$ cat config.mk
export PLATFORM = sky130hd
export DESIGN_NAME = rf_writeback_arbiter_flat
export DESIGN_NICKNAME = d
export VERILOG_FILES = /design/src/rtl/rf_writeback_arbiter_if.sv /design/src/rtl/rf_writeback_arbiter.sv /design/src/flat_wrapper.sv
export SDC_FILE = /design/constraint.sdc
export NUM_CORES = 1
export LEC_CHECK = 0
export CAP_MARGIN = 0
export CORE_ASPECT_RATIO = 0.8
export CORE_MARGIN = 1.5
export CORE_UTILIZATION = 38
export CTS_CLUSTER_SIZE = 14
export DETAILED_ROUTE_END_ITERATION = 10
export PLACE_DENSITY_LB_ADDON = 0.15
export SLEW_MARGIN = 30
export SYNTH_ARGS = -nofsm -noshare
export SYNTH_HDL_FRONTEND = slang
export SYNTH_SLANG_ARGS = --single-unit
$ cat constraint.sdc
create_clock -name clk -period 3.84 [get_ports clk]
set_clock_uncertainty 0.1 [all_clocks]
set_input_delay 0.384 -clock clk [delete_from_list [all_inputs] [get_ports clk]]
set_output_delay 0.384 -clock clk [all_outputs]
set_load 0.05 [all_outputs]
$ cat src/rtl/rf_writeback_arbiter_if.sv
// rf_writeback_arbiter_if: the arbiter's result, handshake, query and
// write-port signals.
//   master : the CPU side. It drives the ALU result, the memory result
//            offer and the hazard query, and observes everything else.
//   slave  : the arbiter.
//   fifo_count is $clog2(DEPTH)+1 bits wide so it can hold 0..DEPTH.
interface rf_writeback_arbiter_if #(
  parameter int DEPTH = 4
);
  localparam int CNT_W = $clog2(DEPTH) + 1;

  logic             alu_valid;
  logic [5:0]       alu_addr;
  logic [31:0]      alu_data;
  logic             mem_valid;
  logic             mem_ready;
  logic [5:0]       mem_addr;
  logic [31:0]      mem_data;
  logic             alu_stall;
  logic             alu_drop;
  logic [5:0]       query_addr;
  logic             query_pending;
  logic [CNT_W-1:0] fifo_count;
  logic             rf_write_enable;
  logic [5:0]       rf_write_addr;
  logic [31:0]      rf_write_data;

  modport master (
    output alu_valid, alu_addr, alu_data, mem_valid, mem_addr, mem_data, query_addr,
    input  mem_ready, alu_stall, alu_drop, query_pending, fifo_count,
           rf_write_enable, rf_write_addr, rf_write_data
  );

  modport slave (
    input  alu_valid, alu_addr, alu_data, mem_valid, mem_addr, mem_data, query_addr,
    output mem_ready, alu_stall, alu_drop, query_pending, fifo_count,
           rf_write_enable, rf_write_addr, rf_write_data
  );
endinterface

$ cat src/rtl/rf_writeback_arbiter.sv
// rf_writeback_arbiter: merges ALU results (no backpressure) and memory
// results (valid/ready) onto the single register-file write port.
//   clk   : rising-edge clock
//   reset : asynchronous, active-high
//   bus   : rf_writeback_arbiter_if.slave, which carries:
//           - the ALU result and the memory result handshake
//           - alu_stall and the sticky alu_drop flag
//           - the pending-write query
//           - fifo_count
//           - the registered write port rf_write_*
// Memory results wait in an in-order circular FIFO while the ALU holds the
// port. A wait counter forces the FIFO head through for one cycle (alu_stall)
// after STARVE_LIMIT lost cycles.
module rf_writeback_arbiter #(
  parameter int DEPTH        = 4,
  parameter int STARVE_LIMIT = 4
) (
  input logic                  clk,
  input logic                  reset,
  rf_writeback_arbiter_if.slave bus
);
  localparam int PTR_W  = $clog2(DEPTH);
  localparam int CNT_W  = PTR_W + 1;
  localparam int WAIT_W = $clog2(STARVE_LIMIT + 1);

  logic [5:0]        fifo_addr_q [DEPTH];
  logic [31:0]       fifo_data_q [DEPTH];
  logic [PTR_W-1:0]  rd_ptr_q, rd_ptr_d, wr_ptr_q, wr_ptr_d;
  logic [CNT_W-1:0]  count_q, count_d;
  logic [WAIT_W-1:0] wait_q, wait_d;
  logic              drop_q, drop_d;
  logic              we_q, we_d;
  logic [5:0]        waddr_q, waddr_d;
  logic [31:0]       wdata_q, wdata_d;
  logic              empty, accept, stall, push, pop, pending;

  assign empty  = (count_q == '0);
  // Ready uses the occupancy at the start of the cycle, so a full FIFO
  // refuses even when its head is popped in the same cycle.
  assign bus.mem_ready = !reset && (count_q < CNT_W'(DEPTH));
  assign accept = bus.mem_valid && bus.mem_ready;
  assign stall  = (wait_q == WAIT_W'(STARVE_LIMIT)) && !empty;

  always_comb begin
    push    = 1'b0;
    pop     = 1'b0;
    we_d    = 1'b0;
    waddr_d = waddr_q;
    wdata_d = wdata_q;
    drop_d  = drop_q;
    if (stall) begin
      // Forced retirement. Any ALU result in this cycle is lost.
      pop     = 1'b1;
      we_d    = 1'b1;
      waddr_d = fifo_addr_q[rd_ptr_q];
      wdata_d = fifo_data_q[rd_ptr_q];
      push    = accept;
      if (bus.alu_valid) drop_d = 1'b1;
    end else if (bus.alu_valid) begin
      we_d    = 1'b1;
      waddr_d = bus.alu_addr;
      wdata_d = bus.alu_data;
      push    = accept;
    end else if (!empty) begin
      pop     = 1'b1;
      we_d    = 1'b1;
      waddr_d = fifo_addr_q[rd_ptr_q];
      wdata_d = fifo_data_q[rd_ptr_q];
      push    = accept;
    end else if (accept) begin
      // Empty FIFO and an idle port: bypass the FIFO.
      we_d    = 1'b1;
      waddr_d = bus.mem_addr;
      wdata_d = bus.mem_data;
    end

    rd_ptr_d = rd_ptr_q + PTR_W'(pop);
    wr_ptr_d = wr_ptr_q + PTR_W'(push);
    count_d  = count_q + CNT_W'(push) - CNT_W'(pop);

    if (pop || empty)                          wait_d = '0;
    else if (wait_q != WAIT_W'(STARVE_LIMIT))  wait_d = wait_q + 1'b1;
    else                                       wait_d = wait_q;
  end

  always_ff @(posedge clk or posedge reset) begin
    if (reset) begin
      rd_ptr_q <= '0;
      wr_ptr_q <= '0;
      count_q  <= '0;
      wait_q   <= '0;
      drop_q   <= 1'b0;
      we_q     <= 1'b0;
      waddr_q  <= '0;
      wdata_q  <= '0;
    end else begin
      rd_ptr_q <= rd_ptr_d;
      wr_ptr_q <= wr_ptr_d;
      count_q  <= count_d;
      wait_q   <= wait_d;
      drop_q   <= drop_d;
      we_q     <= we_d;
      waddr_q  <= waddr_d;
      wdata_q  <= wdata_d;
    end
  end

  // Entry storage needs no reset because count_q marks which entries are valid.
  always_ff @(posedge clk) begin
    if (push) begin
      fifo_addr_q[wr_ptr_q] <= bus.mem_addr;
      fifo_data_q[wr_ptr_q] <= bus.mem_data;
    end
  end

  // A write counts as pending while it is queued, or while it sits in the
  // write register that the regfile has not yet absorbed.
  always_comb begin
    pending = we_q && (waddr_q == bus.query_addr);
    for (int i = 0; i < DEPTH; i++) begin
      if ((CNT_W'(i) < count_q) &&
          (fifo_addr_q[rd_ptr_q + PTR_W'(i)] == bus.query_addr))
        pending = 1'b1;
    end
  end

  assign bus.query_pending   = pending;
  assign bus.alu_stall       = stall;
  assign bus.alu_drop        = drop_q;
  assign bus.fifo_count      = count_q;
  assign bus.rf_write_enable = we_q;
  assign bus.rf_write_addr   = waddr_q;
  assign bus.rf_write_data   = wdata_q;
endmodule

$ cat src/flat_wrapper.sv
// flat-port wrapper written by rule: the top's interface ports become plain ports
module rf_writeback_arbiter_flat 
#(
  parameter int DEPTH        = 4,
  parameter int STARVE_LIMIT = 4
)
  (clk, reset, bus_alu_valid, bus_alu_addr, bus_alu_data, bus_mem_valid, bus_mem_addr, bus_mem_data, bus_query_addr, bus_mem_ready, bus_alu_stall, bus_alu_drop, bus_query_pending, bus_fifo_count, bus_rf_write_enable, bus_rf_write_addr, bus_rf_write_data);
  rf_writeback_arbiter_if #(.DEPTH(DEPTH)) bus_i ();
  input logic clk;
  input logic reset;
  input wire logic [$bits(bus_i.alu_valid)-1:0] bus_alu_valid;
  input wire logic [$bits(bus_i.alu_addr)-1:0] bus_alu_addr;
  input wire logic [$bits(bus_i.alu_data)-1:0] bus_alu_data;
  input wire logic [$bits(bus_i.mem_valid)-1:0] bus_mem_valid;
  input wire logic [$bits(bus_i.mem_addr)-1:0] bus_mem_addr;
  input wire logic [$bits(bus_i.mem_data)-1:0] bus_mem_data;
  input wire logic [$bits(bus_i.query_addr)-1:0] bus_query_addr;
  output wire logic [$bits(bus_i.mem_ready)-1:0] bus_mem_ready;
  output wire logic [$bits(bus_i.alu_stall)-1:0] bus_alu_stall;
  output wire logic [$bits(bus_i.alu_drop)-1:0] bus_alu_drop;
  output wire logic [$bits(bus_i.query_pending)-1:0] bus_query_pending;
  output wire logic [$bits(bus_i.fifo_count)-1:0] bus_fifo_count;
  output wire logic [$bits(bus_i.rf_write_enable)-1:0] bus_rf_write_enable;
  output wire logic [$bits(bus_i.rf_write_addr)-1:0] bus_rf_write_addr;
  output wire logic [$bits(bus_i.rf_write_data)-1:0] bus_rf_write_data;
  assign bus_i.alu_valid = bus_alu_valid;
  assign bus_i.alu_addr = bus_alu_addr;
  assign bus_i.alu_data = bus_alu_data;
  assign bus_i.mem_valid = bus_mem_valid;
  assign bus_i.mem_addr = bus_mem_addr;
  assign bus_i.mem_data = bus_mem_data;
  assign bus_i.query_addr = bus_query_addr;
  assign bus_mem_ready = bus_i.mem_ready;
  assign bus_alu_stall = bus_i.alu_stall;
  assign bus_alu_drop = bus_i.alu_drop;
  assign bus_query_pending = bus_i.query_pending;
  assign bus_fifo_count = bus_i.fifo_count;
  assign bus_rf_write_enable = bus_i.rf_write_enable;
  assign bus_rf_write_addr = bus_i.rf_write_addr;
  assign bus_rf_write_data = bus_i.rf_write_data;
  rf_writeback_arbiter #(.DEPTH(DEPTH), .STARVE_LIMIT(STARVE_LIMIT)) u_core (.clk(clk), .reset(reset), .bus(bus_i));
endmodule
==> reports/results.ini <==
[status]
status=finished, final reports clean

[logic_synthesis]
ys_types=43
syn_nets=701
ys_ff_latch=202
yosys_warnings=0
netlist_area_sq_um=9390
synth.avg_cell_area_sq_um=15.50
syn_inst=606
seq_area_frac_synth_pct=61.93

[finish]
fin_util_pct=48.07
regArea_sq_um=5823
drive_gt1_share_pct=13.60
n_fill_cell=2067
fin_area_sq_um=11690
multi_input_area_sq_um=3199
area_growth_syn_to_layout_pct=24.45
nets=829

[worst_setup_path]
end_kind=output port
slowest_delay_ns=0.65
path_cells=mux4_2 -> xnor2_1 -> nand2_1 -> nor4_1 -> a21boi_0 -> o221ai_1 -> buf_12
crit_required_ns=3.36
r2r_end=u_core.fifo_data_q[3][16]$_DFFE_PP_
r2r-start=u_core.bus.fifo_count[0]$_DFF_PP0_
cp_num_cells=7
ff2ff_path_depth=6
crit_arrival_ns=3.17
path_delay_family=flip-flops
critPathKind=reg -> out
cp_max_fo=21
r2r_setup_slack_ns=0.83
cp.buffers_inverters=1
critPathLaunchType=flop
crit_path_top_delay_cell=dfrtp_4

[floorplanning]
core_sq_um=24310
initial_utilization_pct=38.62
die-area_sq_um=25670
io_pins=132
fp.dieW_um=178.8
die_h_um=143.6
row_count=51

[cts]
cts_tree=done
cts_hold_repair.buffers=0
numCtsBuffers=22
clkTransAtPathRegs_ns=0.06
htree_levels=1
clk_path_buf_depth=3
ctsRootBufferMaster=clkbuf_16
clock_latency_ns=0.50
cts_resized=0
cts.sinks=202

[power]
pwr_density_cell_nw_per_um2=748.5
internal_power_w=0.005487
p_total_w=0.008748
switching_share_pct=37.27
seqPwrFrac_pct=35.1
switchingPower_w=0.003261
power.leakage_nw=4.008
combPwrFrac_pct=41.8
vdd_drop_max_mv=0.4257
power.clock.fraction_pct=23.1

[sta]
finalSetupTns_ns=0
setup_viol=0
fin_crit_sh_pct=95.20
hold_viol=0
setup_ws_ns=0.1842
rsz0062_at_grt=no
max_slew_margin_pct=44.43
drv_slew=0
fin_crit_ns=3.656
worst_slew_pin_slew_ns=0.8309
fmax_mhz=273.5

[route]
drt_iter0_drc=444
ant_nets=0
wirelength_mm=23.86
route.detailed.drc=0
wire_per_inst_um=22.32
drtPass1Iterations=5
via_per_inst=5.533
dr_total_vias=5915

[hold_path]
hold_class=in -> async

[placed_design]
dp_slack_ns=0.4555
port_buffers=131
gp_congestion=0.8345
post_dp_cell_area_sq_um=10950
place.detailed.hpwl_mm=15.00

[global_route]
antenna_found_initial=2
grt_pass1_wl_mm=35.62
grt_pass1_vias=6018
grt_util_all_layers_pct=18.73
grt_overflow=0
grt_max_degree=50

[flow_run]
max_cap_viol_count=0

## worst max path at each step
stage                                                     to                          startpoint
after floorplan           u_core.fifo_addr_q[2][0]$_DFFE_PP_  u_core.bus.fifo_count[2]$_DFF_PP0_
after global placement                     bus_query_pending        u_core.rd_ptr_q[0]$_DFF_PP0_
after detailed placement                   bus_query_pending        u_core.rd_ptr_q[0]$_DFF_PP0_
after CTS                                  bus_query_pending        u_core.rd_ptr_q[1]$_DFF_PP0_
after global routing                       bus_query_pending        u_core.rd_ptr_q[0]$_DFF_PP0_
final                                      bus_query_pending        u_core.rd_ptr_q[0]$_DFF_PP0_
## cell type report
type	instances	share of cell area, %
Antenna cell	1	0.02141
Multi-Input combinational cell	344	27.38
Clock buffer	34	5.717
Sequential cell	202	49.83
Tap cell	318	3.405
Clock inverter	6	0.2141
Inverter	12	0.3961
Timing Repair Buffer	152	13.04
## state kept, by name (all words and copies together) (netlist names)
signal and cells:
u_core.rd_ptr_q 2, u_core.fifo_addr_q 24, u_core.bus.fifo_count 3, u_core.bus.rf_write_enable 1
u_core.bus.rf_write_data 32, u_core.fifo_data_q 128, u_core.bus.alu_drop 1, u_core.bus.rf_write_addr 6
u_core.wr_ptr_q 2, u_core.wait_q 3
## metrics by stage
stage	hold WS (ns)	instances
floorplan	0.3428	606
global placement	0.3397	1026
detailed placement	0.3521	1026
CTS	0.2864	1067
global route	0.2756	1068
finish	0.2248	1069
## placed cells by master, fill, tap and decap left out, drive strengths merged
master / Yosys / layout
dfrtp: 50 / 50
nor4: 1 / 1
clkdlybuf4s50: 0 / 129
mux4: 43 / 43
nand2b: 1 / 1
o221ai: 2 / 2
nor2: 3 / 3
a21oi: 4 / 4
buf: 20 / 23
clkbuf: 27 / 34
inv: 12 / 11
fa: 1 / 1
clkinv: 0 / 7
a21boi: 1 / 1
ha: 8 / 8
and3: 3 / 3
or4: 1 / 1
edfxtp: 152 / 152
o22ai: 36 / 36
o21ai: 3 / 3
diode: 0 / 1
nor3b: 3 / 3
o31ai: 36 / 36
nor3: 6 / 6
mux2: 2 / 2
nand2: 47 / 47
and2: 37 / 37
xnor2: 19 / 19
a21o: 1 / 1
a211oi: 37 / 37
xor2: 17 / 17
mux2i: 21 / 21
nand3: 3 / 3
nand4: 4 / 4
or3: 1 / 1
a2111oi: 3 / 3
## per-layer routing
layer	part of all wire [%]	global-route usage [%]
met2	47	29.80
met1	46	26.92
met4	1.5	4.167
met5	0	0
met3	5.7	3.254
## power groups by stage
stage | sequential (W) | combinational, W | clock [W]
after global placement | 0.00318 | 0.00347 | 0
after global routing | 0.00312 | 0.00389 | 0.00215
after CTS | 0.00312 | 0.00361 | 0.00206
final | 0.00307 | 0.00366 | 0.00202
after floorplan | 0.00372 | 0.00194 | 0
after detailed placement | 0.00321 | 0.00351 | 0
## cells by family after synthesis
kind of cell | share of synthesized area, %
AND/OR/NAND/NOR | 6.036
AO/OA/AOI/OAI | 9.314
flip-flops | 61.93
multiplexers | 13.51
buffers and inverters | 4.570
XOR/XNOR | 3.358
adder cells (fa/ha/maj) | 1.279
## Yosys cell counts, drive strengths merged
cell type	number	share of area, %
nand2b	1	0.067
o31ai	36	2.9
a21o	1	0.080
o22ai	36	2.4
buf	20	1.7
mux2i	21	2.3
and3	3	0.20
nor2	3	0.12
dlygate4sd1	1	0.093
a2111oi	3	0.36
a21boi	1	0.080
dfrtp	50	13
clkbuf	27	2.3
a211oi	37	3.0
mux2	2	0.24
nand3	3	0.16
mux4	43	11
or3	1	0.067
o21ai	3	0.16
a21oi	4	0.21
xor2	17	1.6
and2	37	2.6
or4	1	0.080
fa	1	0.21
nor3b	3	0.24
inv	12	0.48
o221ai	2	0.19
xnor2	19	1.8
nor3	6	0.32
edfxtp	152	49
nand4	4	0.27
nand2	47	1.9
nor4	1	0.067
ha	8	1.1
## repair_timing
item	CTS	global route
setup endpoints to repair	1	1
pin swaps	0	0
buffers inserted	1	1
(Power assumes the default switching activity.)
